$ cat config.mk
export PLATFORM = sky130hd
export DESIGN_NAME = control_unit
export DESIGN_NICKNAME = d
export VERILOG_FILES = /design/src/rtl/cpu_ctrl_pkg.sv /design/src/rtl/instr_class_decode.sv /design/src/rtl/control_unit.sv
export SDC_FILE = /design/constraint.sdc
export NUM_CORES = 1
export LEC_CHECK = 0
export ABC_AREA = 1
export CORE_MARGIN = 2
export CORE_UTILIZATION = 44
export DETAILED_ROUTE_END_ITERATION = 8
export GPL_TIMING_DRIVEN = 0
export PLACE_DENSITY = 0.83
export SETUP_SLACK_MARGIN = 0.5
export SLEW_MARGIN = 20
export SYNTH_ARGS = -nofsm -noshare
export SYNTH_HDL_FRONTEND = slang
export SYNTH_SLANG_ARGS = --single-unit
$ cat constraint.sdc
create_clock -name clock -period 2.5 [get_ports clock]
set_clock_uncertainty 0.05 [all_clocks]
set_input_delay 0.5 -clock clock [delete_from_list [all_inputs] [get_ports clock]]
set_output_delay 0.5 -clock clock [all_outputs]
set_load 0.02 [all_outputs]
$ cat src/rtl/cpu_ctrl_pkg.sv
// Shared definitions for the Mini-SRC hardwired control unit:
// opcode constants, FSM state encoding, instruction classes and the
// packed control-line bundle driven by control_unit.
package cpu_ctrl_pkg;

   localparam int unsigned OPC_W = 32'd5;
   localparam int unsigned ALU_W = 32'd5;

   localparam logic [ALU_W-1:0] ADD_OP = 5'b00011;

   // Opcodes (IR[31:27])
   localparam logic [OPC_W-1:0] OP_LD   = 5'b00000;
   localparam logic [OPC_W-1:0] OP_LDI  = 5'b00001;
   localparam logic [OPC_W-1:0] OP_ST   = 5'b00010;
   localparam logic [OPC_W-1:0] OP_ADD  = 5'b00011;
   localparam logic [OPC_W-1:0] OP_SUB  = 5'b00100;
   localparam logic [OPC_W-1:0] OP_AND  = 5'b00101;
   localparam logic [OPC_W-1:0] OP_OR   = 5'b00110;
   localparam logic [OPC_W-1:0] OP_ROR  = 5'b00111;
   localparam logic [OPC_W-1:0] OP_ROL  = 5'b01000;
   localparam logic [OPC_W-1:0] OP_SHR  = 5'b01001;
   localparam logic [OPC_W-1:0] OP_SHRA = 5'b01010;
   localparam logic [OPC_W-1:0] OP_SHL  = 5'b01011;
   localparam logic [OPC_W-1:0] OP_ADDI = 5'b01100;
   localparam logic [OPC_W-1:0] OP_ANDI = 5'b01101;
   localparam logic [OPC_W-1:0] OP_ORI  = 5'b01110;
   localparam logic [OPC_W-1:0] OP_MUL  = 5'b01111;
   localparam logic [OPC_W-1:0] OP_DIV  = 5'b10000;
   localparam logic [OPC_W-1:0] OP_NEG  = 5'b10001;
   localparam logic [OPC_W-1:0] OP_NOT  = 5'b10010;
   localparam logic [OPC_W-1:0] OP_BR   = 5'b10011;
   localparam logic [OPC_W-1:0] OP_JR   = 5'b10100;
   localparam logic [OPC_W-1:0] OP_JAL  = 5'b10101;
   localparam logic [OPC_W-1:0] OP_IN   = 5'b10110;
   localparam logic [OPC_W-1:0] OP_OUT  = 5'b10111;
   localparam logic [OPC_W-1:0] OP_MFHI = 5'b11000;
   localparam logic [OPC_W-1:0] OP_MFLO = 5'b11001;
   localparam logic [OPC_W-1:0] OP_NOP  = 5'b11010;
   localparam logic [OPC_W-1:0] OP_HALT = 5'b11011;

   typedef enum logic [3:0] {
      ST_RESET = 4'd0,
      ST_T0    = 4'd1,
      ST_T1    = 4'd2,
      ST_T2    = 4'd3,
      ST_T3    = 4'd4,
      ST_T4    = 4'd5,
      ST_T5    = 4'd6,
      ST_T6    = 4'd7,
      ST_T7    = 4'd8,
      ST_HALT  = 4'd9
   } state_t;

   typedef enum logic [3:0] {
      CL_LOAD    = 4'd0,
      CL_LDI     = 4'd1,
      CL_STORE   = 4'd2,
      CL_ALU_R   = 4'd3,
      CL_ALU_U   = 4'd4,
      CL_ALU_I   = 4'd5,
      CL_BRANCH  = 4'd6,
      CL_JR      = 4'd7,
      CL_JAL     = 4'd8,
      CL_IN      = 4'd9,
      CL_OUT     = 4'd10,
      CL_NOP     = 4'd11,
      CL_HALT    = 4'd12,
      CL_ILLEGAL = 4'd13
   } iclass_t;

   // All datapath control lines in one bundle so they can be registered together
   typedef struct packed {
      logic             pc_out;
      logic             inc_pc;
      logic             zlo_out;
      logic             mdr_out;
      logic             c_out;
      logic             ba_out;
      logic             mar_in;
      logic             pc_in;
      logic             mdr_in;
      logic             ir_in;
      logic             y_in;
      logic             zlo_in;
      logic             r15_in;
      logic             gra;
      logic             grb;
      logic             grc;
      logic             r_in;
      logic             r_out;
      logic             rd;
      logic             wr;
      logic             ram_en;
      logic             con_in;
      logic             out_port_en;
      logic             port_in_out;
      logic [ALU_W-1:0] alu_ctl;
      logic             run;
   } ctl_t;

   // Classes whose execute phase finishes with the ZLOout -> Rin write-back in T5
   function automatic logic ends_at_t5(input iclass_t c);
      logic v;
      case (c)
         CL_LDI, CL_ALU_R, CL_ALU_U, CL_ALU_I: v = 1'b1;
         default:                             v = 1'b0;
      endcase
      return v;
   endfunction

endpackage

$ cat src/rtl/instr_class_decode.sv
// Combinational opcode -> instruction-class decoder for control_unit.
module instr_class_decode
   import cpu_ctrl_pkg::*;
(
   input  logic [OPC_W-1:0] i_opcode,
   output iclass_t          o_class
);

   // Map each opcode onto the execute sequence family that runs it
   always_comb begin
      o_class = CL_ILLEGAL;
      case (i_opcode)
         OP_LD:                                 o_class = CL_LOAD;
         OP_LDI:                                o_class = CL_LDI;
         OP_ST:                                 o_class = CL_STORE;
         OP_ADD, OP_SUB, OP_AND, OP_OR, OP_ROR,
         OP_ROL, OP_SHR, OP_SHRA, OP_SHL:       o_class = CL_ALU_R;
         OP_ADDI, OP_ANDI, OP_ORI:              o_class = CL_ALU_I;
         OP_NEG, OP_NOT:                        o_class = CL_ALU_U;
         OP_BR:                                 o_class = CL_BRANCH;
         OP_JR:                                 o_class = CL_JR;
         OP_JAL:                                o_class = CL_JAL;
         OP_IN:                                 o_class = CL_IN;
         OP_OUT:                                o_class = CL_OUT;
         OP_NOP:                                o_class = CL_NOP;
         OP_HALT:                               o_class = CL_HALT;
         default:                               o_class = CL_ILLEGAL;
      endcase
   end

endmodule

$ cat src/rtl/control_unit.sv
// Hardwired sequencer for the Mini-SRC datapath.
// Fetch T0-T2, decode in T3, execute up to T7, then back to T0 (or HALT
// when stop is high in the last state). All control lines are registered:
// the value shown in a state is computed at the edge that enters it.
// Optional feature macro: CU_ILLEGAL_TRAP_EN (unsupported opcodes halt and
// raise the illegal output; otherwise they run as nop).
module control_unit
   import cpu_ctrl_pkg::*;
(
   input  logic             clock,
   input  logic             clear,
   input  logic [31:0]      IR,
   input  logic             con_ff,
   input  logic             stop,
   output logic             PCout,
   output logic             IncPC,
   output logic             ZLOout,
   output logic             MDRout,
   output logic             Cout,
   output logic             BAout,
   output logic             MARin,
   output logic             PCin,
   output logic             MDRin,
   output logic             IRin,
   output logic             Yin,
   output logic             ZLOin,
   output logic             R15in,
   output logic             Gra,
   output logic             Grb,
   output logic             Grc,
   output logic             Rin,
   output logic             Rout,
   output logic             read,
   output logic             write,
   output logic             RAMenable,
   output logic             conin,
   output logic             OutPortenable,
   output logic             PortInout,
   output logic [ALU_W-1:0] aluControl,
`ifdef CU_ILLEGAL_TRAP_EN
   output logic             illegal,
`endif
   output logic             run
);

   state_t           r_state;
   ctl_t             r_ctl;
   state_t           w_next;
   state_t           w_done;
   ctl_t             w_ctl;
   iclass_t          w_class;
   logic [OPC_W-1:0] w_opcode;
   logic             w_unused_ir;
`ifdef CU_ILLEGAL_TRAP_EN
   logic             r_illegal;
   logic             w_trap;
`endif

   assign w_opcode    = IR[31:27];
   assign w_unused_ir = ^IR[26:0];

   instr_class_decode u_decode (
      .i_opcode (w_opcode),
      .o_class  (w_class)
   );

   // Successor of the final state of any sequence: next fetch, or HALT on a stop request
   assign w_done = stop ? ST_HALT : ST_T0;

   // Next-state selection: instruction length depends on the decoded class
   always_comb begin
      w_next = ST_RESET;
`ifdef CU_ILLEGAL_TRAP_EN
      w_trap = 1'b0;
`endif
      case (r_state)
         ST_RESET: w_next = ST_T0;
         ST_T0:    w_next = ST_T1;
         ST_T1:    w_next = ST_T2;
         ST_T2:    w_next = ST_T3;
         ST_T3: begin
            case (w_class)
               CL_LOAD, CL_LDI, CL_STORE, CL_ALU_R, CL_ALU_U,
               CL_ALU_I, CL_BRANCH, CL_JAL:  w_next = ST_T4;
               CL_HALT:                      w_next = ST_HALT;
               CL_ILLEGAL: begin
`ifdef CU_ILLEGAL_TRAP_EN
                  w_next = ST_HALT;
                  w_trap = 1'b1;
`else
                  w_next = w_done;
`endif
               end
               default:                      w_next = w_done;
            endcase
         end
         ST_T4: begin
            if (w_class == CL_JAL) begin
               w_next = w_done;
            end else begin
               w_next = ST_T5;
            end
         end
         ST_T5: begin
            if (ends_at_t5(w_class)) begin
               w_next = w_done;
            end else begin
               w_next = ST_T6;
            end
         end
         ST_T6: begin
            if (w_class == CL_BRANCH) begin
               w_next = w_done;
            end else begin
               w_next = ST_T7;
            end
         end
         ST_T7:    w_next = w_done;
         ST_HALT:  w_next = ST_HALT;
         default:  w_next = ST_RESET;
      endcase
   end

   // Control-line decode for the state about to be entered
   always_comb begin
      w_ctl = '0;
      case (w_next)
         ST_T0: begin
            w_ctl.pc_out = 1'b1; w_ctl.mar_in = 1'b1; w_ctl.inc_pc = 1'b1;
         end
         ST_T1: begin
            w_ctl.rd = 1'b1; w_ctl.ram_en = 1'b1; w_ctl.mdr_in = 1'b1;
         end
         ST_T2: begin
            w_ctl.mdr_out = 1'b1; w_ctl.ir_in = 1'b1;
         end
         ST_T3: begin
            case (w_class)
               CL_LOAD, CL_LDI, CL_STORE: begin
                  w_ctl.grb = 1'b1; w_ctl.ba_out = 1'b1; w_ctl.y_in = 1'b1;
               end
               CL_ALU_R, CL_ALU_U, CL_ALU_I: begin
                  w_ctl.grb = 1'b1; w_ctl.r_out = 1'b1; w_ctl.y_in = 1'b1;
               end
               CL_BRANCH: begin
                  w_ctl.gra = 1'b1; w_ctl.r_out = 1'b1; w_ctl.con_in = 1'b1;
               end
               CL_JR: begin
                  w_ctl.gra = 1'b1; w_ctl.r_out = 1'b1; w_ctl.pc_in = 1'b1;
               end
               CL_JAL: begin
                  w_ctl.pc_out = 1'b1; w_ctl.r15_in = 1'b1;
               end
               CL_IN: begin
                  w_ctl.gra = 1'b1; w_ctl.r_in = 1'b1; w_ctl.port_in_out = 1'b1;
               end
               CL_OUT: begin
                  w_ctl.gra = 1'b1; w_ctl.r_out = 1'b1; w_ctl.out_port_en = 1'b1;
               end
               default: w_ctl.r_out = 1'b0;
            endcase
         end
         ST_T4: begin
            case (w_class)
               CL_LOAD, CL_LDI, CL_STORE: begin
                  w_ctl.c_out = 1'b1; w_ctl.alu_ctl = ADD_OP; w_ctl.zlo_in = 1'b1;
               end
               CL_ALU_R: begin
                  w_ctl.grc = 1'b1; w_ctl.r_out = 1'b1; w_ctl.alu_ctl = w_opcode; w_ctl.zlo_in = 1'b1;
               end
               CL_ALU_U: begin
                  w_ctl.grb = 1'b1; w_ctl.r_out = 1'b1; w_ctl.alu_ctl = w_opcode; w_ctl.zlo_in = 1'b1;
               end
               CL_ALU_I: begin
                  w_ctl.c_out = 1'b1; w_ctl.alu_ctl = w_opcode; w_ctl.zlo_in = 1'b1;
               end
               CL_BRANCH: begin
                  w_ctl.pc_out = 1'b1; w_ctl.y_in = 1'b1;
               end
               CL_JAL: begin
                  w_ctl.gra = 1'b1; w_ctl.r_out = 1'b1; w_ctl.pc_in = 1'b1;
               end
               default: w_ctl.r_out = 1'b0;
            endcase
         end
         ST_T5: begin
            case (w_class)
               CL_LOAD, CL_STORE: begin
                  w_ctl.zlo_out = 1'b1; w_ctl.mar_in = 1'b1;
               end
               CL_LDI, CL_ALU_R, CL_ALU_U, CL_ALU_I: begin
                  w_ctl.zlo_out = 1'b1; w_ctl.gra = 1'b1; w_ctl.r_in = 1'b1;
               end
               CL_BRANCH: begin
                  w_ctl.c_out = 1'b1; w_ctl.alu_ctl = ADD_OP; w_ctl.zlo_in = 1'b1;
               end
               default: w_ctl.r_out = 1'b0;
            endcase
         end
         ST_T6: begin
            case (w_class)
               CL_LOAD: begin
                  w_ctl.rd = 1'b1; w_ctl.ram_en = 1'b1; w_ctl.mdr_in = 1'b1;
               end
               CL_STORE: begin
                  w_ctl.gra = 1'b1; w_ctl.r_out = 1'b1; w_ctl.mdr_in = 1'b1;
               end
               CL_BRANCH: begin
                  // branch target is written back only when the condition holds
                  w_ctl.zlo_out = con_ff; w_ctl.pc_in = con_ff;
               end
               default: w_ctl.r_out = 1'b0;
            endcase
         end
         ST_T7: begin
            case (w_class)
               CL_LOAD: begin
                  w_ctl.mdr_out = 1'b1; w_ctl.gra = 1'b1; w_ctl.r_in = 1'b1;
               end
               CL_STORE: begin
                  w_ctl.wr = 1'b1; w_ctl.ram_en = 1'b1;
               end
               default: w_ctl.r_out = 1'b0;
            endcase
         end
         default: w_ctl.run = 1'b0;
      endcase
      if ((w_next != ST_RESET) && (w_next != ST_HALT)) begin
         w_ctl.run = 1'b1;
      end else begin
         w_ctl.run = 1'b0;
      end
   end

   // State, control-line and trap registers; clear overrides everything
   always_ff @(posedge clock) begin
      if (clear) begin
         r_state   <= ST_RESET;
         r_ctl     <= '0;
`ifdef CU_ILLEGAL_TRAP_EN
         r_illegal <= 1'b0;
`endif
      end else begin
         r_state   <= w_next;
         r_ctl     <= w_ctl;
`ifdef CU_ILLEGAL_TRAP_EN
         if (w_trap) begin
            r_illegal <= 1'b1;
         end else begin
            r_illegal <= r_illegal;
         end
`endif
      end
   end

   assign PCout         = r_ctl.pc_out;
   assign IncPC         = r_ctl.inc_pc;
   assign ZLOout        = r_ctl.zlo_out;
   assign MDRout        = r_ctl.mdr_out;
   assign Cout          = r_ctl.c_out;
   assign BAout         = r_ctl.ba_out;
   assign MARin         = r_ctl.mar_in;
   assign PCin          = r_ctl.pc_in;
   assign MDRin         = r_ctl.mdr_in;
   assign IRin          = r_ctl.ir_in;
   assign Yin           = r_ctl.y_in;
   assign ZLOin         = r_ctl.zlo_in;
   assign R15in         = r_ctl.r15_in;
   assign Gra           = r_ctl.gra;
   assign Grb           = r_ctl.grb;
   assign Grc           = r_ctl.grc;
   assign Rin           = r_ctl.r_in;
   assign Rout          = r_ctl.r_out;
   assign read          = r_ctl.rd;
   assign write         = r_ctl.wr;
   assign RAMenable     = r_ctl.ram_en;
   assign conin         = r_ctl.con_in;
   assign OutPortenable = r_ctl.out_port_en;
   assign PortInout     = r_ctl.port_in_out;
   assign aluControl    = r_ctl.alu_ctl;
   assign run           = r_ctl.run;
`ifdef CU_ILLEGAL_TRAP_EN
   assign illegal       = r_illegal;
`endif

endmodule

; ---- Yosys cells after proc, flatten, opt, wreduce, memory -nomap -nowiden
; Memories as Yosys holds them, arrays and structs flattened.
; Cells that the tools add are included.
[totals]
reg_bits = 34
mem_bits_ro = 128
in_bits = 36
memories = 1
[op_classes]
eq_ne = 29
mux = 47
bitwise_logic = 3
reduce_logical = 17
[memory_table]
columns = name, words, width, read_ports, rd_clocked_by_memory_dff, write_ports, line
row1 = (name not given), 32, 4, 1, 0, 0, instr_class_decode.sv:12  ; case (i_opcode)
[ops]
columns = operator, n
row1 = "4-bit by 3-bit == test with 1-bit output, second input constant", 12
row2 = 4-bit case mux with 10 select lines, 1
row3 = "4-bit == test, second input constant", 7
row4 = "4-bit by 2-bit == test with 1-bit output, second input constant", 6
row5 = 1-bit two-way mux, 22
row6 = 5-bit case mux with 2 select lines, 2
row7 = 1-bit case mux with 2 select lines, 9
row8 = 4-bit two-way mux, 4
row9 = 1-bit case mux with 3 select lines, 5
row10 = "4-bit by 1-bit == test with 1-bit output, second input constant", 3
row11 = 4-bit OR reduction, 3
row12 = 6-bit OR reduction, 2
row13 = 3-bit OR reduction, 3
row14 = 4-bit logical NOT, 2
row15 = 4-bit case mux with 2 select lines, 1
row16 = 2-bit OR reduction, 4
row17 = 8-bit OR reduction, 1
row18 = 1-bit case mux with 5 select lines, 1
row19 = 2-bit two-way mux, 2
row20 = "4-bit inequality test, second input constant", 1
row21 = 4-bit nonzero test, 1
row22 = 1-bit NOT, 3
row23 = 1-bit logical AND, 1

; ---- Depth between registers and ports, before layout
; Gate-level depths: netlist (run 1).
; An unclocked memory read counts as a cell.
[depth]
word_depth = 10
ltp_mapped = 18
depth_no_buf = 18

; ---- Cells and area by module
; From an unflattened synthesis (run 1), not the netlist that was laid out.
[unflattened]
cells_unflattened = 244
area_unflattened_um2 = 1657.8
[modules_own_cells]
columns = module, n_inst, cells_each, area_per_inst_um2
row1 = control_unit, 1, 196, 1423.9
row2 = instr_class_decode, 1, 48, 234.0

; ---- Worst setup path before layout (run 1)
; Ideal clock, no wire load.
[synth_path]
path_kind = input -> register
startpoint = input port IR[27]
endpoint = register r_ctl, in the netlist RAMenable
setup_time_ns = 0.120
arrival_time_ns = 2.015
required_time_ns = 2.330
setup_slack_ns = 0.315
stages = 15
cell_sequence = inv_1 ha_1 a21oi_2 nand2_4 nand2_4 inv_2 nand2_4 nand2_2 nand2_1 nand2_1 a21oi_2 nand2_2 nand3_2 nor2_2 or2_1
[synth_between]
elab_chain_len = 9
elab_cells_between_ends = 25
[synth_lines]
columns = element, line
row1 = from (decl), control_unit.sv:12  ; input logic [31:0] IR,
row2 = memory 32 x 4 bit (*), -
row3 = "4-bit by 1-bit == test with 1-bit output, or another cell as far along", "cpu_ctrl_pkg.sv:104, control_unit.sv:82"
row4 = 4-bit OR reduction, cpu_ctrl_pkg.sv:104  ; case (c)
row5 = 1-bit two-way mux, cpu_ctrl_pkg.sv:104
row6 = 1-bit two-way mux, control_unit.sv:76  ; case (r_state)
row7 = 4-bit two-way mux, control_unit.sv:105  ; if (ends_at_t5(w_class)) begin
row8 = 4-bit case mux with 10 select lines, control_unit.sv:76
row9 = "4-bit == test, or another cell as far along", control_unit.sv:127  ; case (w_next)
row10 = 1-bit case mux with 3 select lines (*), control_unit.sv:127
row11 = to (signal assigned), control_unit.sv:245  ; r_ctl <= w_ctl;
row12 = to (decl), control_unit.sv:47  ; ctl_t r_ctl;
; Every way passes the cells marked *; elsewhere a longest branch is shown, timed or not. The select of a mux whose other input is x is not followed.
; A chain may end at the register's enable or synchronous reset.

; ---- Worst setup path in the final report (run 1)
[layout_path]
startpoint = input port IR[27]
endpoint = register r_ctl, in the netlist aluControl[1]
[layout_between]
elab_chain_len = 9
elab_cells_between_ends = 26
[layout_lines]
columns = element, line
row1 = memory 32 x 4 bit (*), -
row2 = "4-bit by 1-bit == test with 1-bit output, or another cell as far along", "cpu_ctrl_pkg.sv:104, control_unit.sv:82, control_unit.sv:164"
row3 = 4-bit OR reduction, cpu_ctrl_pkg.sv:104
row4 = 1-bit two-way mux, cpu_ctrl_pkg.sv:104
row5 = 1-bit two-way mux, control_unit.sv:76
row6 = 4-bit two-way mux, control_unit.sv:105
row7 = 4-bit case mux with 10 select lines, control_unit.sv:76
row8 = 4-bit by 3-bit == test with 1-bit output, control_unit.sv:127
row9 = 5-bit case mux with 2 select lines (*), control_unit.sv:127
; Marked as above.

==> impl_results.html, run 1 <==
<table>
<tr><th>Metric</th><th>Value</th></tr>
<tr><th colspan="2">Status</th></tr>
<tr><td>Run status</td><td>completed</td></tr>
<tr><th colspan="2">Floorplanning</th></tr>
<tr><td>Die height</td><td>68.0 um</td></tr>
<tr><td>I/O pin cnt</td><td>66</td></tr>
<tr><td>Floorplan row count</td><td>23</td></tr>
<tr><td>Initial core utilization</td><td>45.3%</td></tr>
<tr><td>Horizontal die dimension</td><td>68.0 um</td></tr>
<tr><td>Floorplan die area</td><td>0.00462 mm2</td></tr>
<tr><td>Core Region</td><td>0.00397 mm2</td></tr>
<tr><th colspan="2">Yosys</th></tr>
<tr><td>Count of mapped cells out of synthesis</td><td>233</td></tr>
<tr><td>Avg Cell Area, Syn</td><td>7.73 um2</td></tr>
<tr><td>FFs w/ async S/R, synth</td><td>0%</td></tr>
<tr><td>Cell types with the largest area share after synthesis</td><td>sky130_fd_sc_hd__dfxtp_1 (38%), sky130_fd_sc_hd__nand2_1 (8.5%), sky130_fd_sc_hd__inv_1 (6.7%)</td></tr>
<tr><td>Number of unique standard cell types used by synthesis</td><td>35</td></tr>
<tr><td>Area share of the largest cell type after synthesis</td><td>37.8%</td></tr>
<tr><td>Proportion of synthesized chip area in sequential cells</td><td>37.8%</td></tr>
<tr><td>Main combinational cell family by area after synthesis</td><td>simple AND/OR/NAND/NOR gates</td></tr>
<tr><td>Main flop type after synthesis</td><td>sky130_fd_sc_hd__dfxtp_1</td></tr>
<tr><td>Yosys Warn Count</td><td>0</td></tr>
<tr><td>Synthesized netlist net count</td><td>274</td></tr>
<tr><td>Post-synthesis instance area</td><td>0.00180 mm2</td></tr>
<tr><td>Number of enable flip-flop cells after synthesis</td><td>0</td></tr>
<tr><td>Mux contribution to synthesized area</td><td>0%</td></tr>
<tr><td>Adder-cell share of the synthesized area</td><td>3.47%</td></tr>
<tr><td>Compound-Gate Fraction of Synth Area</td><td>9.80%</td></tr>
<tr><td>Share of the synthesized netlist area taken by xor and xnor gates</td><td>0%</td></tr>
<tr><td>Synth Area in Simple Gates</td><td>40.2%</td></tr>
<tr><td>Synth area leader</td><td>sky130_fd_sc_hd__dfxtp_1</td></tr>
<tr><td>Number of register bits inferred by synthesis</td><td>34</td></tr>
<tr><th colspan="2">Finish</th></tr>
<tr><td>Count of antenna diodes in the layout</td><td>0</td></tr>
<tr><td>Number of flip-flops under the largest register name</td><td>5</td></tr>
<tr><td>Area occupied by multi-input gates</td><td>0.00118 mm2</td></tr>
<tr><td>Fill count</td><td>307</td></tr>
<tr><td>Sequential cell area</td><td>681 um2</td></tr>
<tr><td>Fraction of layout cells with a size suffix above 1</td><td>32.3%</td></tr>
<tr><td>Layout Area Growth over Synthesis</td><td>49.2%</td></tr>
<tr><td>Final layout net count</td><td>331</td></tr>
<tr><th colspan="2">Critical path</th></tr>
<tr><td>Crit start category</td><td>input port</td></tr>
<tr><td>Highest fanout seen on the critical path</td><td>6</td></tr>
<tr><td>Class of the most critical setup path</td><td>in2reg</td></tr>
<tr><td>Data required time of the worst path</td><td>2.69 ns</td></tr>
<tr><td>Endpoint type of the worst setup path</td><td>flip-flop</td></tr>
<tr><td>Arr. time, crit path</td><td>2.32 ns</td></tr>
<tr><th colspan="2">Pwr</th></tr>
<tr><td>Switching power share of the total</td><td>29.0%</td></tr>
<tr><td>Power density of the placed cells</td><td>519 mW/mm2</td></tr>
<tr><td>Switching pwr</td><td>0.404 mW</td></tr>
<tr><td>Leakage power summed over all cells</td><td>1.17 nW</td></tr>
<tr><td>Clock share of power</td><td>35.0%</td></tr>
<tr><td>Worst vdd rail ir drop</td><td>0.238 mV</td></tr>
<tr><td>Internal portion of total power</td><td>0.989 mW</td></tr>
<tr><td>Power share of the combinational group</td><td>24.2%</td></tr>
<tr><td>Sequential power share</td><td>40.8%</td></tr>
<tr><th colspan="2">GRT</th></tr>
<tr><td>Vias in the first global route</td><td>1441</td></tr>
<tr><td>Total GRT Usage</td><td>18.5%</td></tr>
<tr><td>Pin count of the biggest net entering global routing</td><td>11</td></tr>
<tr><td>Remaining Overflow, GRT</td><td>0</td></tr>
<tr><td>First-pass GRT wire length</td><td>6400 um</td></tr>
<tr><td>Number of antenna violations at the first check in global routing</td><td>0</td></tr>
<tr><th colspan="2">Detailed routing</th></tr>
<tr><td>Total Routed Length</td><td>4890 um</td></tr>
<tr><td>Avg Vias per Cell</td><td>5.28</td></tr>
<tr><td>Routed via count</td><td>1800</td></tr>
<tr><td>Number of routed nets with antenna violations</td><td>0</td></tr>
<tr><td>Drc violations</td><td>0</td></tr>
<tr><td>Detailed Routing Iterations Pass 1</td><td>5</td></tr>
<tr><td>Number of DRC markers after the initial detailed-route iteration</td><td>241</td></tr>
<tr><td>Wire per inst</td><td>14.3 um</td></tr>
<tr><th colspan="2">Timing</th></tr>
<tr><td>Max-slew headroom at the worst pin</td><td>68.3%</td></tr>
<tr><td>Post-route worst setup slack</td><td>0.368 ns</td></tr>
<tr><td>Total count of hold-check failures in the final report</td><td>0</td></tr>
<tr><td>Worst-case hold slack</td><td>0.488 ns</td></tr>
<tr><td>Post-layout minimum cycle time</td><td>2.13 ns</td></tr>
<tr><td>Final setup violation count</td><td>0</td></tr>
<tr><td>Final count of pins violating max slew</td><td>0</td></tr>
<tr><td>Tightest Pin Transition</td><td>0.475 ns</td></tr>
<tr><td>Max Clock Freq</td><td>0.469 GHz</td></tr>
<tr><td>Setup repair after global routing missed its margin</td><td>true</td></tr>
<tr><td>Final cycle utilization of the critical path</td><td>85.3%</td></tr>
<tr><th colspan="2">Clock network</th></tr>
<tr><td>Clock Root Buffer</td><td>sky130_fd_sc_hd__clkbuf_8</td></tr>
<tr><td>CTS tree</td><td>yes</td></tr>
<tr><td>Number of buffers between clock root and the deepest sink</td><td>2</td></tr>
<tr><td>Latest clock arrival within the worst-skew pair</td><td>0.29 ns</td></tr>
<tr><td>CTS Hold Buffers Added</td><td>0</td></tr>
<tr><td>Clock-pin slew on the worst setup and hold paths</td><td>0.07 ns</td></tr>
<tr><td>Maximum level of the CTS H-tree</td><td>2</td></tr>
<tr><td>Number of buffers created by CTS</td><td>5</td></tr>
<tr><td>Total clock sinks</td><td>34</td></tr>
<tr><th colspan="2">Place</th></tr>
<tr><td>Worst slack at placement</td><td>-0.393 ns</td></tr>
<tr><td>Half-perimeter wire length after placement</td><td>2970 um</td></tr>
<tr><td>Last weighted congestion value of the routability-driven placer</td><td>0.851</td></tr>
<tr><td>PortBufs</td><td>37</td></tr>
<tr><th colspan="2">Hold path</th></tr>
<tr><td>Worst hold path class</td><td>in2reg</td></tr>
<tr><th colspan="2">Flow run</th></tr>
<tr><td>Total of max-cap violations</td><td>0</td></tr>
</table>
power by group through the flow:
stage	logic (mW)	clock network, mW	registers (mW)
floorplan	0.162	0	0.598
global placement	0.252	0	0.580
detailed placement	0.256	0	0.581
CTS	0.276	0.491	0.569
global route	0.360	0.510	0.570
finish	0.338	0.487	0.569
cell families (layout without fill, tap and decap cells):
logic type      after synthesis  after routing
buf+inv                      40             98
compound gates               27             27
fa+ha+maj                     5              5
flops                        34             34
simple gates                127            127
per-layer routing:
layer	vias up	global-route usage, %	share of wire (%)	wire length (um)
li1	859	-	-	-
met1	817	23.8	41	2000
met2	102	29.9	49	2370
met3	22	4.61	7.3	356
met4	0	6.75	3.2	157
met5	-	0	0	0
layout by cell type (no fill, tap or decap), types with 4 or more instances in the layout:
cell                               n
sky130_fd_sc_hd__nor2_1           22
sky130_fd_sc_hd__nor2_4            5
sky130_fd_sc_hd__nand2_2          14
sky130_fd_sc_hd__nand4_1           4
sky130_fd_sc_hd__nor3_1            6
sky130_fd_sc_hd__o21ai_0           4
sky130_fd_sc_hd__clkbuf_8          5
sky130_fd_sc_hd__nor2_2            4
sky130_fd_sc_hd__nand2_1          29
sky130_fd_sc_hd__nand2_4          10
sky130_fd_sc_hd__nand3_4           4
sky130_fd_sc_hd__ha_4              4
sky130_fd_sc_hd__nand3_2          10
sky130_fd_sc_hd__dfxtp_1          34
sky130_fd_sc_hd__inv_2             4
sky130_fd_sc_hd__buf_4            13
sky130_fd_sc_hd__a21oi_1           7
sky130_fd_sc_hd__o21ai_1           4
sky130_fd_sc_hd__nand3_1          11
sky130_fd_sc_hd__inv_1            28
sky130_fd_sc_hd__clkdlybuf4s50_1  33
worst max-delay path, cell delays in order:
cell and delay [ns]:
sky130_fd_sc_hd__buf_8 0.11, sky130_fd_sc_hd__inv_8 0.08, sky130_fd_sc_hd__ha_4 0.14, sky130_fd_sc_hd__inv_4 0.04, sky130_fd_sc_hd__nand3_4 0.08, sky130_fd_sc_hd__nand2_2 0.06, sky130_fd_sc_hd__nand2_2 0.08, sky130_fd_sc_hd__nand2_4 0.08
sky130_fd_sc_hd__nor2_8 0.18, sky130_fd_sc_hd__nand2_4 0.09, sky130_fd_sc_hd__buf_4 0.14, sky130_fd_sc_hd__buf_4 0.13, sky130_fd_sc_hd__nand2_2 0.07, sky130_fd_sc_hd__inv_1 0.08, sky130_fd_sc_hd__o21ai_0 0.24, sky130_fd_sc_hd__nand2_1 0.13
sky130_fd_sc_hd__nand2_1 0.08
synthesized netlist by cell type, types with 2 or more instances:
master / instances
sky130_fd_sc_hd__nand3_1: 17
sky130_fd_sc_hd__nor2_1: 24
sky130_fd_sc_hd__nor2_2: 4
sky130_fd_sc_hd__nor3_1: 6
sky130_fd_sc_hd__inv_2: 5
sky130_fd_sc_hd__a21oi_2: 2
sky130_fd_sc_hd__nand4_1: 4
sky130_fd_sc_hd__nor2_4: 3
sky130_fd_sc_hd__ha_1: 5
sky130_fd_sc_hd__nand2_4: 6
sky130_fd_sc_hd__a21oi_1: 8
sky130_fd_sc_hd__nand2_1: 41
sky130_fd_sc_hd__o21ai_0: 5
sky130_fd_sc_hd__dfxtp_1: 34
sky130_fd_sc_hd__inv_1: 32
sky130_fd_sc_hd__o21ai_2: 2
sky130_fd_sc_hd__a31oi_1: 2
sky130_fd_sc_hd__nand3_2: 6
sky130_fd_sc_hd__nand2_2: 8
sky130_fd_sc_hd__o21ai_1: 3
sky130_fd_sc_hd__nand3_4: 2
through the flow:
| stage | std cells | utilization, % | TNS, ns | instance area, um2 | power (mW) |
|---|---|---|---|---|---|
| final | 341 | 67.6 | 0 | 2690 | 1.39 |
| after CTS | 333 | 61.8 | 0 | 2460 | 1.34 |
| after global routing | 341 | 67.6 | 0 | 2690 | 1.44 |
| after detailed placement | 320 | 57.1 | -6.04 | 2270 | 0.836 |
| after floorplan | 233 | - | 0 | 1840 | 0.761 |
| after global placement | 320 | 57.1 | -5.23 | 2270 | 0.831 |
worst paths after layout:
kind	start	end	slack [ns]	depth (start not counted)
max reg2reg	r_state[0]	RAMenable	0.69	12
min	IR[30]	aluControl[3]	0.49	3
max	IR[27]	aluControl[1]	0.37	17
min reg2reg	r_state[1]	IRin	0.60	2
what timing repair did:
| action | in CTS | in global routing |
|---|---|---|
| gates resized for setup | 31 | 44 |
| setup endpoints to repair | 29 | 15 |
| setup buffers | 5 | 8 |
| pin swaps | 10 | 22 |
cell type report:
type	instances	area share, %
inverters	38	6.05
clock buffers	7	2.84
plain buffers	2	0.699
flip-flops and latches	34	25.3
repair buffers	50	17.8
multi-input cells	159	43.8
well taps	50	2.33
clock inverters	1	1.12
Power figures use the tool's default switching activity.
==> run 2, diff against run 1 <==
Settings changed: PLACE_DENSITY 0.83 to 0.79, RECOVER_POWER from default to 50, REMOVE_ABC_BUFFERS from default to 1.
==> impl_results.html, run 2 (synthesized netlist as in run 1, its figures left out) <==
<table>
<tr><th>Metric</th><th>Value</th></tr>
<tr><th colspan="2">Clock network</th></tr>
<tr><td>Latest clock arrival within the worst-skew pair</td><td>0.29 ns</td></tr>
<tr><td>Maximum level of the CTS H-tree</td><td>2</td></tr>
<tr><td>Number of buffers between clock root and the deepest sink</td><td>2</td></tr>
<tr><td>Total clock sinks</td><td>34</td></tr>
<tr><td>Clock-pin slew on the worst setup and hold paths</td><td>0.06 ns</td></tr>
<tr><td>CTS tree</td><td>yes</td></tr>
<tr><td>Number of buffers created by CTS</td><td>5</td></tr>
<tr><td>Clock Root Buffer</td><td>sky130_fd_sc_hd__clkbuf_8</td></tr>
<tr><td>CTS Hold Buffers Added</td><td>0</td></tr>
<tr><th colspan="2">Floorplanning</th></tr>
<tr><td>Core Region</td><td>0.00397 mm2</td></tr>
<tr><td>Die height</td><td>68.0 um</td></tr>
<tr><td>Initial core utilization</td><td>45.3%</td></tr>
<tr><td>Floorplan die area</td><td>0.00462 mm2</td></tr>
<tr><td>Horizontal die dimension</td><td>68.0 um</td></tr>
<tr><td>I/O pin cnt</td><td>66</td></tr>
<tr><td>Floorplan row count</td><td>23</td></tr>
<tr><th colspan="2">Pwr</th></tr>
<tr><td>Power density of the placed cells</td><td>515 mW/mm2</td></tr>
<tr><td>Worst vdd rail ir drop</td><td>0.246 mV</td></tr>
<tr><td>Leakage power summed over all cells</td><td>1.31 nW</td></tr>
<tr><th colspan="2">Detailed routing</th></tr>
<tr><td>Avg Vias per Cell</td><td>5.33</td></tr>
<tr><td>Routed via count</td><td>1867</td></tr>
<tr><td>Number of DRC markers after the initial detailed-route iteration</td><td>176</td></tr>
<tr><td>Wire per inst</td><td>14.9 um</td></tr>
<tr><td>Drc violations</td><td>0</td></tr>
<tr><td>Detailed Routing Iterations Pass 1</td><td>4</td></tr>
<tr><td>Number of routed nets with antenna violations</td><td>0</td></tr>
<tr><td>Total Routed Length</td><td>5210 um</td></tr>
<tr><th colspan="2">Finish</th></tr>
<tr><td>Most common library cell in the layout ignoring fill and taps</td><td>sky130_fd_sc_hd__dfxtp_1</td></tr>
<tr><td>Commonest non-fill, non-tap cells in the layout</td><td>sky130_fd_sc_hd__dfxtp_1 (34), sky130_fd_sc_hd__inv_1 (29), sky130_fd_sc_hd__nand2_1 (28), sky130_fd_sc_hd__dlygate4sd3_1 (27), sky130_fd_sc_hd__nor2_1 (23)</td></tr>
<tr><td>Area occupied by multi-input gates</td><td>0.00116 mm2</td></tr>
<tr><td>Post-route cell area</td><td>0.00278 mm2</td></tr>
<tr><td>Fill count</td><td>284</td></tr>
<tr><td>Fraction of layout cells with a size suffix above 1</td><td>35.3%</td></tr>
<tr><td>Final layout net count</td><td>341</td></tr>
<tr><td>Number of flip-flops under the largest register name</td><td>5</td></tr>
<tr><td>Count of antenna diodes in the layout</td><td>0</td></tr>
<tr><td>Sequential cell area</td><td>681 um2</td></tr>
<tr><td>Layout Area Growth over Synthesis</td><td>54.2%</td></tr>
<tr><td>Filler-free cell count of the finished design</td><td>350</td></tr>
<tr><th colspan="2">Place</th></tr>
<tr><td>Last weighted congestion value of the routability-driven placer</td><td>0.899</td></tr>
<tr><td>PortBufs</td><td>38</td></tr>
<tr><td>Post-placement cell area</td><td>0.00223 mm2</td></tr>
<tr><td>Half-perimeter wire length after placement</td><td>2960 um</td></tr>
<tr><td>Placed Instances</td><td>319</td></tr>
<tr><th colspan="2">Timing</th></tr>
<tr><td>Final cycle utilization of the critical path</td><td>84.8%</td></tr>
<tr><td>Final count of pins violating max slew</td><td>0</td></tr>
<tr><td>Tightest Pin Transition</td><td>0.544 ns</td></tr>
<tr><td>Post-layout minimum cycle time</td><td>2.12 ns</td></tr>
<tr><td>Setup repair after global routing missed its margin</td><td>true</td></tr>
<tr><td>Setup TNS</td><td>0 ns</td></tr>
<tr><td>Final setup violation count</td><td>0</td></tr>
<tr><td>Max Clock Freq</td><td>0.472 GHz</td></tr>
<tr><td>Total count of hold-check failures in the final report</td><td>0</td></tr>
<tr><td>Max-slew headroom at the worst pin</td><td>63.4%</td></tr>
<tr><th colspan="2">GRT</th></tr>
<tr><td>Remaining Overflow, GRT</td><td>0</td></tr>
<tr><td>Number of antenna violations at the first check in global routing</td><td>0</td></tr>
<tr><td>Met2 Resource Use GR</td><td>35.8%</td></tr>
<tr><td>Fraction of met3 tracks used by global routing</td><td>4.77%</td></tr>
<tr><td>Most Used Layer, Global Route</td><td>met2</td></tr>
<tr><td>Pin count of the biggest net entering global routing</td><td>13</td></tr>
<tr><td>Met1 Resource Use GR</td><td>25.5%</td></tr>
<tr><td>First-pass GRT wire length</td><td>7400 um</td></tr>
<tr><td>Vias in the first global route</td><td>1666</td></tr>
<tr><td>Total GRT Usage</td><td>21.4%</td></tr>
<tr><th colspan="2">Hold path</th></tr>
<tr><td>Hold path startpoint</td><td>IR[29]</td></tr>
<tr><td>End point of the most critical hold path</td><td>aluControl[2]</td></tr>
<tr><td>Worst hold path class</td><td>in2reg</td></tr>
<tr><td>Number of stages on the worst hold path</td><td>3</td></tr>
<tr><th colspan="2">Critical path</th></tr>
<tr><td>Highest fanout seen on the critical path</td><td>4</td></tr>
<tr><td>Worst reg2reg path startpoint</td><td>r_state[0]</td></tr>
<tr><td>Crit start category</td><td>input port</td></tr>
<tr><td>Worst path max stage delay</td><td>0.42 ns</td></tr>
<tr><td>Critical Path Start</td><td>IR[27]</td></tr>
<tr><td>Endpoint type of the worst setup path</td><td>flip-flop</td></tr>
<tr><td>Cells traversed along the worst timing path</td><td>buf_12 &gt; clkinv_8 &gt; ha_4 &gt; inv_4 &gt; nand3_2 &gt; nand3_1 &gt; nand2_4 &gt; nor2_4 &gt; inv_1 &gt; nor3_1 &gt; nand2_1 &gt; a21oi_1 &gt; or2_1</td></tr>
<tr><td>Class of the most critical setup path</td><td>in2reg</td></tr>
<tr><td>Minimum setup slack among reg-to-reg paths</td><td>0.68 ns</td></tr>
<tr><td>Number of cell instances on the worst register-to-register path</td><td>12</td></tr>
<tr><td>Data required time of the worst path</td><td>2.68 ns</td></tr>
<tr><td>Arr. time, crit path</td><td>2.30 ns</td></tr>
<tr><td>Crit-path slowest cell</td><td>sky130_fd_sc_hd__nor3_1</td></tr>
<tr><td>Endpoint of the most critical register-to-register path</td><td>RAMenable</td></tr>
<tr><th colspan="2">Status</th></tr>
<tr><td>Run status</td><td>completed</td></tr>
<tr><th colspan="2">Flow run</th></tr>
<tr><td>Total of max-cap violations</td><td>0</td></tr>
</table>
[run 2: cell types whose count changed in the layout (fill, tap and decap cells not counted), moves of 3 or more]
cell,change
sky130_fd_sc_hd__nand2_2,+3
sky130_fd_sc_hd__dlygate4sd3_1,+27
sky130_fd_sc_hd__clkdlybuf4s50_1,-27
sky130_fd_sc_hd__buf_4,+9
sky130_fd_sc_hd__clkbuf_1,-3
sky130_fd_sc_hd__buf_6,+3
[run 2: final cells by class]
| type | count | share of cell area (%) |
|---|---|---|
| Tap cell | 50 | 2.25 |
| Inverter | 38 | 6.44 |
| Multi-Input combinational cell | 159 | 41.6 |
| Clock inverter | 1 | 1.08 |
| Sequential cell | 34 | 24.5 |
| Clock buffer | 6 | 2.97 |
| Timing Repair Buffer | 62 | 21.1 |
[run 2: stage by stage]
step	setup WS [ns]	hold slack (ns)	total power, mW	util (%)
floorplan	0.315	0.513	0.747	-
global placement	-0.446	0.592	0.823	56.1
detailed placement	-0.481	0.591	0.827	56.1
CTS	0.462	0.523	1.37	63.7
global route	0.332	0.537	1.48	69.9
finish	0.380	0.536	1.43	69.9
[run 2: routing by layer]
metal	wire (um)	vias to the layer above
li1	-	883
met1	2050	845
met2	2540	109
met3	377	30
met4	246	0
met5	0	-
[run 2: critical path, delay by kind of cell]
family	cells	cell delay, ns
AOI/OAI and AO/OA	1	0.17
and+or+nand+nor	7	1.14
adders and majority gates	1	0.16
buffers and inverters	4	0.32
[run 2: worst max-delay path by stage]
stage | end | slack, ns | cells past startpoint
2_1_floorplan | RAMenable | 0.31 | 15
3_5_place_dp | PCout | -0.48 | 15
4_1_cts | RAMenable | 0.46 | 16
5_1_grt | RAMenable | 0.33 | 15
3_3_place_gp | PCout | -0.45 | 15
6_report | RAMenable | 0.38 | 13
[run 2: repair_timing]
action / 4_1_cts / 5_1_grt
pin swaps: 16 / 25
buffers inserted: 16 / 8
gates resized for setup: 50 / 44
endpoints found under the setup margin: 30 / 21
[run 2: report_power, final]
part | total (mW) | internal, mW | leakage [nW] | switching (mW)
clock | 0.505 | 0.318 | 0.0573 | 0.187
combinational | 0.357 | 0.142 | 0.975 | 0.215
sequential | 0.568 | 0.560 | 0.276 | 0.00720
total | 1.43 | 1.02 | 1.31 | 0.409
==> run 3, diff against run 2 <==
Settings changed: CORE_UTILIZATION 44 to 40, PLACE_DENSITY 0.79 to 0.76.
Clock period 2.5 ns to 1.9 ns, I/O delays scaled along.
==> impl_results.html, run 3 (synthesized netlist as in run 1, its figures left out) <==
<table>
<tr><th>Metric</th><th>Value</th></tr>
<tr><th colspan="2">Pwr</th></tr>
<tr><td>Leakage power summed over all cells</td><td>1.37 nW</td></tr>
<tr><td>Power share of the combinational group</td><td>27.3%</td></tr>
<tr><td>Power density of the placed cells</td><td>626 mW/mm2</td></tr>
<tr><td>Clock share of power</td><td>30.2%</td></tr>
<tr><td>Worst vdd rail ir drop</td><td>0.330 mV</td></tr>
<tr><td>Internal portion of total power</td><td>1.21 mW</td></tr>
<tr><td>Switching pwr</td><td>0.545 mW</td></tr>
<tr><td>Switching power share of the total</td><td>31.0%</td></tr>
<tr><td>Total power of the final layout</td><td>1.76 mW</td></tr>
<tr><td>Sequential power share</td><td>42.5%</td></tr>
<tr><th colspan="2">Finish</th></tr>
<tr><td>Most common library cell in the layout ignoring fill and taps</td><td>sky130_fd_sc_hd__dfxtp_1</td></tr>
<tr><td>Final core area utilization</td><td>64.5%</td></tr>
<tr><td>Number of flip-flops under the largest register name</td><td>5</td></tr>
<tr><td>Commonest non-fill, non-tap cells in the layout</td><td>sky130_fd_sc_hd__dfxtp_1 (34), sky130_fd_sc_hd__dlygate4sd2_1 (30), sky130_fd_sc_hd__nand2_1 (28), sky130_fd_sc_hd__inv_1 (24), sky130_fd_sc_hd__buf_4 (21)</td></tr>
<tr><td>Fraction of layout cells with a size suffix above 1</td><td>41.7%</td></tr>
<tr><td>Post-route cell area</td><td>0.00281 mm2</td></tr>
<tr><td>Filler-free cell count of the finished design</td><td>354</td></tr>
<tr><td>Final layout net count</td><td>342</td></tr>
<tr><td>Count of antenna diodes in the layout</td><td>0</td></tr>
<tr><td>Layout Area Growth over Synthesis</td><td>56.0%</td></tr>
<tr><th colspan="2">Timing</th></tr>
<tr><td>Post-layout minimum cycle time</td><td>1.96 ns</td></tr>
<tr><td>Max-slew headroom at the worst pin</td><td>63.5%</td></tr>
<tr><td>Final count of pins violating max slew</td><td>0</td></tr>
<tr><td>Final setup violation count</td><td>8</td></tr>
<tr><td>Setup repair after global routing missed its margin</td><td>true</td></tr>
<tr><td>Setup TNS</td><td>-0.223 ns</td></tr>
<tr><td>Total count of hold-check failures in the final report</td><td>0</td></tr>
<tr><td>Max Clock Freq</td><td>0.511 GHz</td></tr>
<tr><td>Post-route worst setup slack</td><td>-0.0574 ns</td></tr>
<tr><td>Final cycle utilization of the critical path</td><td>103%</td></tr>
<tr><td>Worst-case hold slack</td><td>0.383 ns</td></tr>
<tr><td>Tightest Pin Transition</td><td>0.546 ns</td></tr>
<tr><th colspan="2">Floorplanning</th></tr>
<tr><td>Die height</td><td>71.1 um</td></tr>
<tr><td>Floorplan die area</td><td>0.00505 mm2</td></tr>
<tr><td>Horizontal die dimension</td><td>71.1 um</td></tr>
<tr><td>Core Region</td><td>0.00435 mm2</td></tr>
<tr><td>I/O pin cnt</td><td>66</td></tr>
<tr><td>Initial core utilization</td><td>41.4%</td></tr>
<tr><td>Floorplan row count</td><td>24</td></tr>
<tr><th colspan="2">Clock network</th></tr>
<tr><td>Maximum level of the CTS H-tree</td><td>2</td></tr>
<tr><td>Total clock sinks</td><td>34</td></tr>
<tr><td>Clock-pin slew on the worst setup and hold paths</td><td>0.06 ns</td></tr>
<tr><td>Number of buffers between clock root and the deepest sink</td><td>2</td></tr>
<tr><td>CTS Hold Buffers Added</td><td>0</td></tr>
<tr><td>Latest clock arrival within the worst-skew pair</td><td>0.29 ns</td></tr>
<tr><td>CTS tree</td><td>yes</td></tr>
<tr><td>Number of buffers created by CTS</td><td>5</td></tr>
<tr><td>Clock Root Buffer</td><td>sky130_fd_sc_hd__clkbuf_8</td></tr>
<tr><th colspan="2">Critical path</th></tr>
<tr><td>Worst reg2reg path startpoint</td><td>r_state[0]</td></tr>
<tr><td>Class of the most critical setup path</td><td>in2reg</td></tr>
<tr><td>Critical Path Start</td><td>IR[27]</td></tr>
<tr><td>Crit start category</td><td>input port</td></tr>
<tr><td>Data required time of the worst path</td><td>2.07 ns</td></tr>
<tr><td>Highest fanout seen on the critical path</td><td>4</td></tr>
<tr><td>Endpoint type of the worst setup path</td><td>flip-flop</td></tr>
<tr><td>Arr. time, crit path</td><td>2.13 ns</td></tr>
<tr><th colspan="2">Detailed routing</th></tr>
<tr><td>Number of routed nets with antenna violations</td><td>0</td></tr>
<tr><td>Total Routed Length</td><td>4990 um</td></tr>
<tr><td>Routed via count</td><td>1890</td></tr>
<tr><td>Number of DRC markers after the initial detailed-route iteration</td><td>154</td></tr>
<tr><td>Detailed Routing Iterations Pass 1</td><td>5</td></tr>
<tr><td>Drc violations</td><td>0</td></tr>
<tr><td>Avg Vias per Cell</td><td>5.34</td></tr>
<tr><td>Wire per inst</td><td>14.1 um</td></tr>
<tr><th colspan="2">GRT</th></tr>
<tr><td>Number of antenna violations at the first check in global routing</td><td>0</td></tr>
<tr><td>First-pass GRT wire length</td><td>6840 um</td></tr>
<tr><td>Remaining Overflow, GRT</td><td>0</td></tr>
<tr><td>Vias in the first global route</td><td>1543</td></tr>
<tr><td>Pin count of the biggest net entering global routing</td><td>13</td></tr>
<tr><td>Total GRT Usage</td><td>17.1%</td></tr>
<tr><th colspan="2">Place</th></tr>
<tr><td>Worst slack at placement</td><td>-0.940 ns</td></tr>
<tr><td>Last weighted congestion value of the routability-driven placer</td><td>0.862</td></tr>
<tr><td>PortBufs</td><td>38</td></tr>
<tr><td>Post-placement cell area</td><td>0.00223 mm2</td></tr>
<tr><td>Placed Instances</td><td>321</td></tr>
<tr><td>Half-perimeter wire length after placement</td><td>2920 um</td></tr>
<tr><th colspan="2">Status</th></tr>
<tr><td>Violated checks</td><td>negative setup slack</td></tr>
<tr><td>Run status</td><td>complete, but fails checks</td></tr>
<tr><th colspan="2">Hold path</th></tr>
<tr><td>Worst hold path class</td><td>in2reg</td></tr>
<tr><td>Hold path startpoint</td><td>IR[29]</td></tr>
<tr><th colspan="2">Flow run</th></tr>
<tr><td>Total of max-cap violations</td><td>0</td></tr>
</table>
==> run 3: cell count changes in the layout (fill, tap and decap cells not counted), moves of 2 or more <==
cell                              delta
sky130_fd_sc_hd__nor2_1              -4
sky130_fd_sc_hd__inv_2               +4
sky130_fd_sc_hd__clkdlybuf4s50_1     -3
sky130_fd_sc_hd__dlygate4sd3_1      -27
sky130_fd_sc_hd__nand2_2             -2
sky130_fd_sc_hd__dlygate4sd2_1      +30
sky130_fd_sc_hd__clkinv_2            +2
sky130_fd_sc_hd__nor3_2              +4
sky130_fd_sc_hd__nand2_4             +3
sky130_fd_sc_hd__inv_1               -5
sky130_fd_sc_hd__o21ai_2             +3
sky130_fd_sc_hd__nor3_1              -5
sky130_fd_sc_hd__nor2_4              +3
sky130_fd_sc_hd__o21ai_0             -3
==> run 3: power groups by stage <==
stage | Sequential [mW] | Clock, mW | Combinational, mW
finish | 0.748 | 0.530 | 0.480
global route | 0.750 | 0.564 | 0.508
CTS | 0.747 | 0.538 | 0.386
detailed placement | 0.764 | 0 | 0.323
global placement | 0.763 | 0 | 0.320
floorplan | 0.788 | 0 | 0.195
==> run 3: path summary, 6_finish.rpt <==
kind              slack [ns]       endpoint  cells after the start
setup / recovery       -0.06          PCout                     17
hold / removal          0.38  aluControl[2]                      3
setup reg to reg        0.13      RAMenable                     12
hold reg to reg         0.60            run                      3
==> run 3: layout make-up <==
class                   count  area (um2)
clock buffers               7        86.3
clock inverters             1        5.00
fillers                   319        1550
inverters                  38         171
multi-input cells         159        1250
flip-flops and latches     34         681
well taps                  52        65.1
repair buffers             63         554
==> run 3: what timing repair did <==
| action | CTS | global route |
|---|---|---|
| pin swaps | 19 | 17 |
| resized for setup | 107 | 43 |
| buffers inserted | 15 | 10 |
| endpoints found under the setup margin | 63 | 33 |
==> run 3: per-layer routing <==
| layer | track usage, % | part of all wire [%] | up-vias |
|---|---|---|---|
| li1 | - | - | 888 |
| met1 | 20.6 | 40 | 884 |
| met2 | 28.7 | 48 | 93 |
| met3 | 3.70 | 6.4 | 25 |
| met4 | 8.81 | 5.0 | 0 |
| met5 | 0 | 0 | - |
==> run 3: worst max-delay path, stage by stage <==
cell,delay [ns]
sky130_fd_sc_hd__buf_8,0.11
sky130_fd_sc_hd__inv_8,0.07
sky130_fd_sc_hd__ha_4,0.13
sky130_fd_sc_hd__inv_2,0.04
sky130_fd_sc_hd__nand3_2,0.08
sky130_fd_sc_hd__nand3_1,0.11
sky130_fd_sc_hd__nand2_4,0.16
sky130_fd_sc_hd__nor2_4,0.06
sky130_fd_sc_hd__nand2_2,0.10
sky130_fd_sc_hd__nand2_2,0.08
sky130_fd_sc_hd__nand2_1,0.07
sky130_fd_sc_hd__nand2_1,0.07
sky130_fd_sc_hd__a21oi_2,0.20
sky130_fd_sc_hd__nand2_4,0.10
sky130_fd_sc_hd__nor2_1,0.15
sky130_fd_sc_hd__nand3_2,0.12
sky130_fd_sc_hd__nand3b_1,0.10
